**config.mk**
```make
export PLATFORM = sky130hd
export DESIGN_NAME = sprf_addr_gen
export DESIGN_NICKNAME = d
export VERILOG_FILES = /design/src/rtl/sprf_addr_gen.sv
export SDC_FILE = /design/constraint.sdc
export NUM_CORES = 1
export LEC_CHECK = 0
export BUFFER_PORTS_ARGS = -buffer_cell sky130_fd_sc_hd__buf_2
export CAP_MARGIN = 20
export CORE_ASPECT_RATIO = 1.1
export CORE_UTILIZATION = 62
export CTS_CLUSTER_DIAMETER = 80
export CTS_CLUSTER_SIZE = 24
export DETAILED_ROUTE_END_ITERATION = 16
export PLACE_DENSITY_LB_ADDON = 0.08
export SYNTH_ARGS = -nofsm -noshare
export SYNTH_HDL_FRONTEND = slang
export SYNTH_SLANG_ARGS = --single-unit
```
**constraint.sdc**
```tcl
create_clock -name clk -period 3.9 [get_ports clk]
set_clock_uncertainty 0.2 [all_clocks]
set_input_delay 0.585 -clock clk [delete_from_list [all_inputs] [get_ports clk]]
set_output_delay 0.585 -clock clk [all_outputs]
set_load 0.005 [all_outputs]
```
**src/rtl/sprf_addr_gen.sv**
```systemverilog
// Special-purpose pointer register file: per-pointer cur/base/limit registers that
// generate registered indirect data-memory addresses with circular post-modify.
module sprf_addr_gen #(
  parameter int DMEMADDRW = 10,
  parameter int NPTR      = 4
) (
  input  logic                 clk,
  input  logic                 reset,
  input  logic                 t_cs,
  input  logic                 ipt_dec_to_sprf_wr_en,
  input  logic [1:0]           ipt_dec_to_sprf_wr_sel,
  input  logic [1:0]           ipt_dec_to_sprf_wr_fld,
  input  logic [DMEMADDRW-1:0] ipt_dec_to_sprf_wr_data,
  input  logic                 ipt_dec_to_sprf_rd_en,
  input  logic [1:0]           ipt_dec_to_sprf_rd_sel,
  input  logic [1:0]           ipt_dec_to_sprf_mode,
  output logic [DMEMADDRW-1:0] opt_sprf_to_wrp_addr,
  output logic                 opt_sprf_to_wrp_vld,
  output logic                 opt_sprf_wrap
);

  localparam logic [1:0] FLD_CUR   = 2'b00;
  localparam logic [1:0] FLD_BASE  = 2'b01;
  localparam logic [1:0] FLD_LIMIT = 2'b10;
  localparam logic [1:0] MODE_INC  = 2'b01;
  localparam logic [1:0] MODE_DEC  = 2'b10;

  logic [DMEMADDRW-1:0] cur_q   [NPTR];
  logic [DMEMADDRW-1:0] base_q  [NPTR];
  logic [DMEMADDRW-1:0] limit_q [NPTR];

  logic [DMEMADDRW-1:0] rd_cur;
  logic [DMEMADDRW-1:0] rd_base;
  logic [DMEMADDRW-1:0] rd_limit;
  logic [DMEMADDRW-1:0] mod_cur;
  logic                 mod_wrap;
  logic                 cur_load_hit;

  // Post-modify operates on the pre-edge pointer values, so a same-cycle
  // base/limit load never affects the wrap decision of the current access.
  always_comb begin
    // NOTE: every always_comb output gets a default first so no path leaves it unassigned (no latch).
    rd_cur   = cur_q[ipt_dec_to_sprf_rd_sel];
    rd_base  = base_q[ipt_dec_to_sprf_rd_sel];
    rd_limit = limit_q[ipt_dec_to_sprf_rd_sel];
    mod_cur  = rd_cur;
    mod_wrap = 1'b0;
    unique case (ipt_dec_to_sprf_mode)
      MODE_INC: begin
        if (rd_cur == rd_limit) begin
          mod_cur  = rd_base;
          mod_wrap = 1'b1;
        end else begin
          mod_cur  = rd_cur + 1'b1;
        end
      end
      MODE_DEC: begin
        if (rd_cur == rd_base) begin
          mod_cur  = rd_limit;
          mod_wrap = 1'b1;
        end else begin
          mod_cur  = rd_cur - 1'b1;
        end
      end
      default: ;
    endcase
    cur_load_hit = ipt_dec_to_sprf_wr_en && (ipt_dec_to_sprf_wr_fld == FLD_CUR) &&
                   (ipt_dec_to_sprf_wr_sel == ipt_dec_to_sprf_rd_sel);
  end

  always_ff @(posedge clk) begin
    if (reset) begin
      // NOTE: the pointer arrays are reset explicitly because their reset values are architectural.
      for (int i = 0; i < NPTR; i++) begin
        cur_q[i]   <= '0;
        base_q[i]  <= '0;
        limit_q[i] <= '1;
      end
      opt_sprf_to_wrp_addr <= '0;
      opt_sprf_to_wrp_vld  <= 1'b0;
      opt_sprf_wrap        <= 1'b0;
    end else if (t_cs) begin
      // NOTE: non-blocking assignments only, so every read above sees pre-edge state.
      opt_sprf_to_wrp_vld <= ipt_dec_to_sprf_rd_en;
      opt_sprf_wrap       <= ipt_dec_to_sprf_rd_en && mod_wrap && !cur_load_hit;
      if (ipt_dec_to_sprf_rd_en) begin
        opt_sprf_to_wrp_addr <= rd_cur;
        if (!cur_load_hit) begin
          cur_q[ipt_dec_to_sprf_rd_sel] <= mod_cur;
        end
      end
      if (ipt_dec_to_sprf_wr_en) begin
        unique case (ipt_dec_to_sprf_wr_fld)
          FLD_CUR:   cur_q[ipt_dec_to_sprf_wr_sel]   <= ipt_dec_to_sprf_wr_data;
          FLD_BASE:  base_q[ipt_dec_to_sprf_wr_sel]  <= ipt_dec_to_sprf_wr_data;
          FLD_LIMIT: limit_q[ipt_dec_to_sprf_wr_sel] <= ipt_dec_to_sprf_wr_data;
          default: ;
        endcase
      end
    end
  end

endmodule

```
==> metrics, run 1 <==
Logic pwr share 0.131; GPL Wtd Cong 1.06; Worst Tran Pin Value 1.05 ns; Detail Placement HPWL 13600 um; VDD IR-drop max 0.000283 V; number of enable flip-flop cells after synthesis 120; initial antenna violation count 0; post-synthesis sequential area ratio 0.539; YS warnings 0; Hold Fails Final Rpt 0; port bufs 34; Core Rows 40; drt wl/cell 23.9 um; Initial Utilization 0.644; clk buf depth 2; Switch Pwr 958 uW; Via Count 5261; Tmin final 3.40 ns; status finished, final reports clean; 1st-iter DRT viols 424; sequential power share 0.443; Final Net Count 666; pre-CTS WS 0.0687 ns; syn_area_per_cell 12.0 sq um; n_diodes 0; core area 11100 sq um; post-CTS resize count 0; number of vias per cell 6.58; Synth Net Count 623; sw frac 0.259; max-cap viol count 0; Inserted Clock Buffers 17; H-tree depth 4; Hold WC Path Type flip-flop to flip-flop; Slew headroom 0.298; startpoint types input port; setup ws final 0.499 ns; largest net degree at the start of global routing 30; Synth cell types 62; Leakage Power 2.93 nW; CTS Sinks 132; CTS tree done; fraction of layout cells with a size suffix above 1 0.229; max-slew violations 0; Worst Path Arrival 3.37 ns; GRT Resource Usage Total 0.341; fin util 0.737; first-pass GRT wire length 29300 um; CTS Root Cell clkbuf_16; remaining global-route overflow 0; # setup viols final 0; CP endpoint kind flip-flop; Fin Setup TNS 0 ns; Die Ht 114 um; router iterations before antenna repair 5; Int Pwr 2.74 mW; post-route cell area 8150 sq um; CTS clk-pin slew, worst paths 0.06 ns; CP required 3.87 ns; placed instance area 7570 sq um; PwrDens 454 nW/um^2; detailed-route DRC error count 0; Clk network pwr share 0.426; Routed Antenna Nets 0; Area growth syn-to-layout 14.4%; Die X 104 um; Crit Path Category input port to flip-flop; die footprint 11900 sq um; CTS Hold Bufs 0; Cells after Synth 596; worst-path maximum fanout 11; ys async rst share 0; Max Clock Freq 294 MHz; Synth Flop Type edfxtp_1; period utilization 0.872; Yosys reg bits 132; r2r setup slk 0.65 ns; RSZ-0062 raised after global routing false; final WL 19100 um; vias in the first global route 5278; Top Ports 35; Post-CTS Setup Bufs 0; worst-skew pair later-pin latency 0.42 ns; Synth Cell Area 7130 sq um
-- critical path, stage by stage --
cell	delay, ns
buf_2	0.17
buf_12	0.18
mux4_2	0.64
xnor2_1	0.24
nand4_2	0.21
o31ai_4	0.33
buf_4	0.23
nand3_2	0.08
a31oi_1	0.22
nand2_1	0.13
a221o_1	0.33
-- registers in the layout, indices dropped and copies added (netlist names) --
name / flops
cur_q: 40
opt_sprf_to_wrp_vld: 1
base_q: 40
limit_q: 40
opt_sprf_wrap: 1
opt_sprf_to_wrp_addr: 10
-- synthesized netlist by cell type, drive strengths merged, types with 2 or more instances --
library cell  instances  area, sq um
a21oi                18         93.8
a221o                 7         70.1
a221oi                4         53.8
a22o                 14          123
a22oi                10         75.1
a32o                  5         50.1
and2                 13         81.3
and3                 30          188
buf                  15          106
clkbuf               33          124
dfxtp                12          240
edfxtp              120         3600
ha                    4         50.1
inv                  18         67.6
mux2i                 3         30.0
mux4                 30          676
nand2                81          304
nand2b                7         43.8
nand3                 9         50.1
nand4                 6         56.3
nand4b                2         17.5
nor2                 45          169
nor2b                 4         25.0
nor3                  7         35.0
nor3b                 2         20.0
nor4                  2         42.5
o211ai                3         22.5
o21ai                16         80.1
o21bai                8         60.1
o221ai                6         52.6
o22ai                 6         37.5
o2bb2ai               3         26.3
o31ai                 2         33.8
or2                   4         25.0
or3                   5         31.3
xnor2                26          228
xor2                  4         35.0
-- path summary, 6_finish.rpt --
check | startpoint | end | cells past startpoint
max | ipt_dec_to_sprf_rd_sel[0] | cur_q[0][3] | 11
min | opt_sprf_to_wrp_addr[9] | opt_sprf_to_wrp_addr[9] | 2
max reg2reg | cur_q[3][1] | cur_q[0][3] | 9
min reg2reg | opt_sprf_to_wrp_addr[9] | opt_sprf_to_wrp_addr[9] | 2
-- cell families (layout without fill, tap and decap cells) --
group | Yosys count | after routing | share of synthesized area
AOI/OAI and AO/OA | 109 | 109 | 0.118
xor gates and xnor gates | 30 | 30 | 0.0369
adders and majority gates | 4 | 4 | 0.00702
buffers and inverters | 67 | 123 | 0.0423
DFF | 132 | 132 | 0.539
muxes | 34 | 34 | 0.101
and+or+nand+nor | 220 | 220 | 0.156
-- area by class of cell --
class	count	area, sq um
clock inverters	15	156
flip-flops and latches	132	3840
fillers	746	2910
repair buffers	72	493
clock buffers	17	425
multi-input cells	397	2980
inverters	19	71.3
well taps	147	184
-- power by group through the flow --
stage	Combinational, mW	Sequential (mW)	Clock [mW]
floorplan	0.321	1.66	0
global placement	0.472	1.66	0
detailed placement	0.475	1.67	0
CTS	0.477	1.64	1.58
global route	0.511	1.65	1.64
finish	0.484	1.64	1.58
-- per-stage QoR --
stage | instances | hold slack [ns] | total power, mW
after global routing | 799 | 0.262 | 3.79
after global placement | 767 | 0.239 | 2.13
after detailed placement | 767 | 0.245 | 2.14
after CTS | 799 | 0.253 | 3.70
after floorplan | 596 | 0.253 | 1.98
final | 799 | 0.248 | 3.70
-- layer usage --
layer  share of wire  vias up  track usage
li1                -     2330            -
met1            0.36     2533        0.393
met2            0.51      336        0.595
met3           0.092       62       0.0740
met4           0.043        0        0.193
met5               0        -            0
-- placed cells by master (no fill, tap or decap), drive strengths merged, types with 13 or more instances in the layout --
master	count
inv	22
nand2	81
and3	30
and2	13
o21ai	16
mux4	30
nor2	45
a22o	14
edfxtp	120
xnor2	26
buf	72
clkbuf	17
a21oi	18
Note: power is estimated with default switching activity, not from simulation.
==> run 2, diff against run 1 <==
Settings changed: BUFFER_PORTS_ARGS -buffer_cell sky130_fd_sc_hd__buf_2 to unset, CORE_UTILIZATION 62 to 64, DONT_BUFFER_PORTS set to 1.
==> run 2 against run 1 <==
  * Design area fell by 3.0%
  * Sequential power barely moved
  * Global-route usage up 2.4 points
  * Hold slack worse by 0.23 ns
  * Combinational power is 17% lower
  * Via count down 3.2%
  * Utilization fell by 0.90 points
  * Largest cell class unchanged
==> metrics, run 2 (synthesized netlist as in run 1, its figures left out) <==
Worst Path Arrival 3.31 ns (-0.06 ns); GRT Resource Usage Total 0.365 (+0.0235); CTS Root Cell clkbuf_16; Final Net Count 621 (-6.8%); Hold Fails Final Rpt 0 (unchanged); drt wl/cell 25.6 um (+7.1%); Die Ht 113 um (-1.5%); VDD IR-drop max 0.000423 V (+49%); startpoint types flip-flop; final WL 19300 um (+1.0%); remaining global-route overflow 0 (unchanged); WP buf/inv 1 (-2); detailed-route DRC error count 0 (unchanged); Area growth syn-to-layout 11.0%; Die X 103 um (-1.5%); Hold WC Path Type input port to flip-flop; post-CTS resize count 0 (unchanged); FF-to-FF End cur_q[1][3]; r2r setup slk 0.57 ns (-0.08 ns); die footprint 11600 sq um (-3.1%); core area 10900 sq um (-1.8%); Worst Hold Endpoint opt_sprf_to_wrp_addr[3]; 1st-iter DRT viols 519 (+22%); Overall Power 3.75 mW (+1.4%); CTS Sinks 132 (unchanged); commonest non-fill, non-tap cell in the layout edfxtp_1; Detail Placement HPWL 13100 um (-3.8%); H-tree depth 4 (unchanged); Via Count 5092 (-3.2%); # setup viols final 0 (unchanged); clk buf depth 2 (unchanged); Slew headroom 0.318 (+0.0204); largest net degree at the start of global routing 39 (+30%); Worst Tran Pin Value 1.02 ns (-0.0305 ns); initial antenna violation count 0 (unchanged); CP endpoint kind flip-flop; vias in the first global route 5154 (-2.3%); CP required 3.88 ns (about the same); highest-count cells in the layout ignoring fill and taps edfxtp_1 (120), nand2_1 (81), nor2_1 (45); GPL Wtd Cong 0.948 (-10%); fraction of layout cells with a size suffix above 1 0.175 (-0.0539); CTS tree done; fin util 0.728 (-0.00899); CTS clk-pin slew, worst paths 0.06 ns (about the same); Crit-path slowest cell mux4_2; Tmin final 3.33 ns (-0.0692 ns); Core Rows 40 (unchanged); WHS Path Cells 1 (-1); Initial Utilization 0.656 (+0.0119); max-cap viol count 0 (unchanged); n_diodes 0 (unchanged); Crit Path Category flip-flop to flip-flop; critical path's top delay family compound AO/OA/AOI/OAI gates; Routed Antenna Nets 0 (unchanged); port bufs 0 (-100%); worst-path maximum fanout 14 (+3); Top Ports 35 (unchanged); Top Registers base_q x40, cur_q x40, limit_q x40; Critical Path Max Stage Delay 0.62 ns (-0.02 ns); crit path cell chain mux4_2, xnor2_1, nand4_2, o31ai_4, buf_4, o21ai_1, a31oi_1, nand2_1, a221o_1; Fin Setup TNS 0 ns (unchanged); Max Clock Freq 300 MHz (+2.1%); worst-skew pair later-pin latency 0.43 ns (about the same); RSZ-0062 raised after global routing false; r2r worst-path depth 9 (unchanged); hold_sp reset; router iterations before antenna repair 5 (unchanged); first-pass GRT wire length 29500 um (+0.99%); status finished, final reports clean; Reg2Reg Launch Point cur_q[2][1]; max-slew violations 0 (unchanged); Post-CTS Setup Bufs 0 (unchanged); CTS Hold Bufs 0 (unchanged); PwrDens 474 nW/um^2 (+4.5%); period utilization 0.854 (-0.0177); Leakage Power 2.74 nW (-6.3%); Inserted Clock Buffers 17 (unchanged); number of vias per cell 6.75 (+2.6%)
run 2: changes by cell type in the layout (fill, tap and decap cells not counted), sizes merged:
cell / change
buf: -45
clkinvlp: -2
bufinv: +2
run 2: layout make-up:
class	instances	area [sq um]
inverter	19	71.3
clock inverter	15	201
fill	778	2950
sequential	132	3840
timing repair buffer	27	203
tap	147	184
clock buffer	17	425
multi-input combinational	397	2980
run 2: per-stage QoR:
stage / instance area [sq um] / instances / hold WS [ns] / setup slack (ns)
4_1_cts: 7900 / 753 / 0.0108 / 0.614
3_5_place_dp: 7270 / 721 / 0.260 / 0.395
6_report: 7910 / 754 / 0.0209 / 0.569
2_1_floorplan: 7130 / 596 / 0.253 / 0.447
5_1_grt: 7910 / 754 / 0.0119 / 0.464
3_3_place_gp: 7270 / 721 / 0.256 / 0.400
run 2: routing by layer:
metal	track usage	vias to the layer above	wire, um
met5	0	-	0
met4	0.217	0	988
met3	0.0897	68	1480
met2	0.590	275	9800
met1	0.437	2507	7030
li1	-	2242	-
run 2: worst max path at each step:
| stage | start | end | slack [ns] | depth (start not counted) |
|---|---|---|---|---|
| 2_1_floorplan | ipt_dec_to_sprf_rd_sel[1] | cur_q[0][3] | 0.45 | 11 |
| 5_1_grt | cur_q[2][1] | cur_q[1][3] | 0.46 | 9 |
| 3_3_place_gp | ipt_dec_to_sprf_rd_sel[0] | cur_q[2][3] | 0.40 | 9 |
| 3_5_place_dp | ipt_dec_to_sprf_rd_sel[0] | cur_q[1][3] | 0.40 | 9 |
| 4_1_cts | cur_q[2][1] | cur_q[1][3] | 0.61 | 9 |
| 6_report | cur_q[2][1] | cur_q[1][3] | 0.57 | 9 |
run 2: power by group:
group | leakage, nW | total [mW] | internal, mW | switching, mW
Sequential | 1.30 | 1.64 | 1.62 | 0.0236
Combinational | 1.15 | 0.402 | 0.154 | 0.248
Clock | 0.302 | 1.71 | 1.07 | 0.636
run 2: worst register-to-register path: cells and delay by family (launching register included):
kind | cells | cell delay, ns
xor gates and xnor gates | 1 | 0.42
buffers and inverters | 1 | 0.24
and+or+nand+nor | 2 | 0.38
AOI/OAI and AO/OA | 4 | 0.85
DFF | 1 | 0.37
muxes | 1 | 0.62
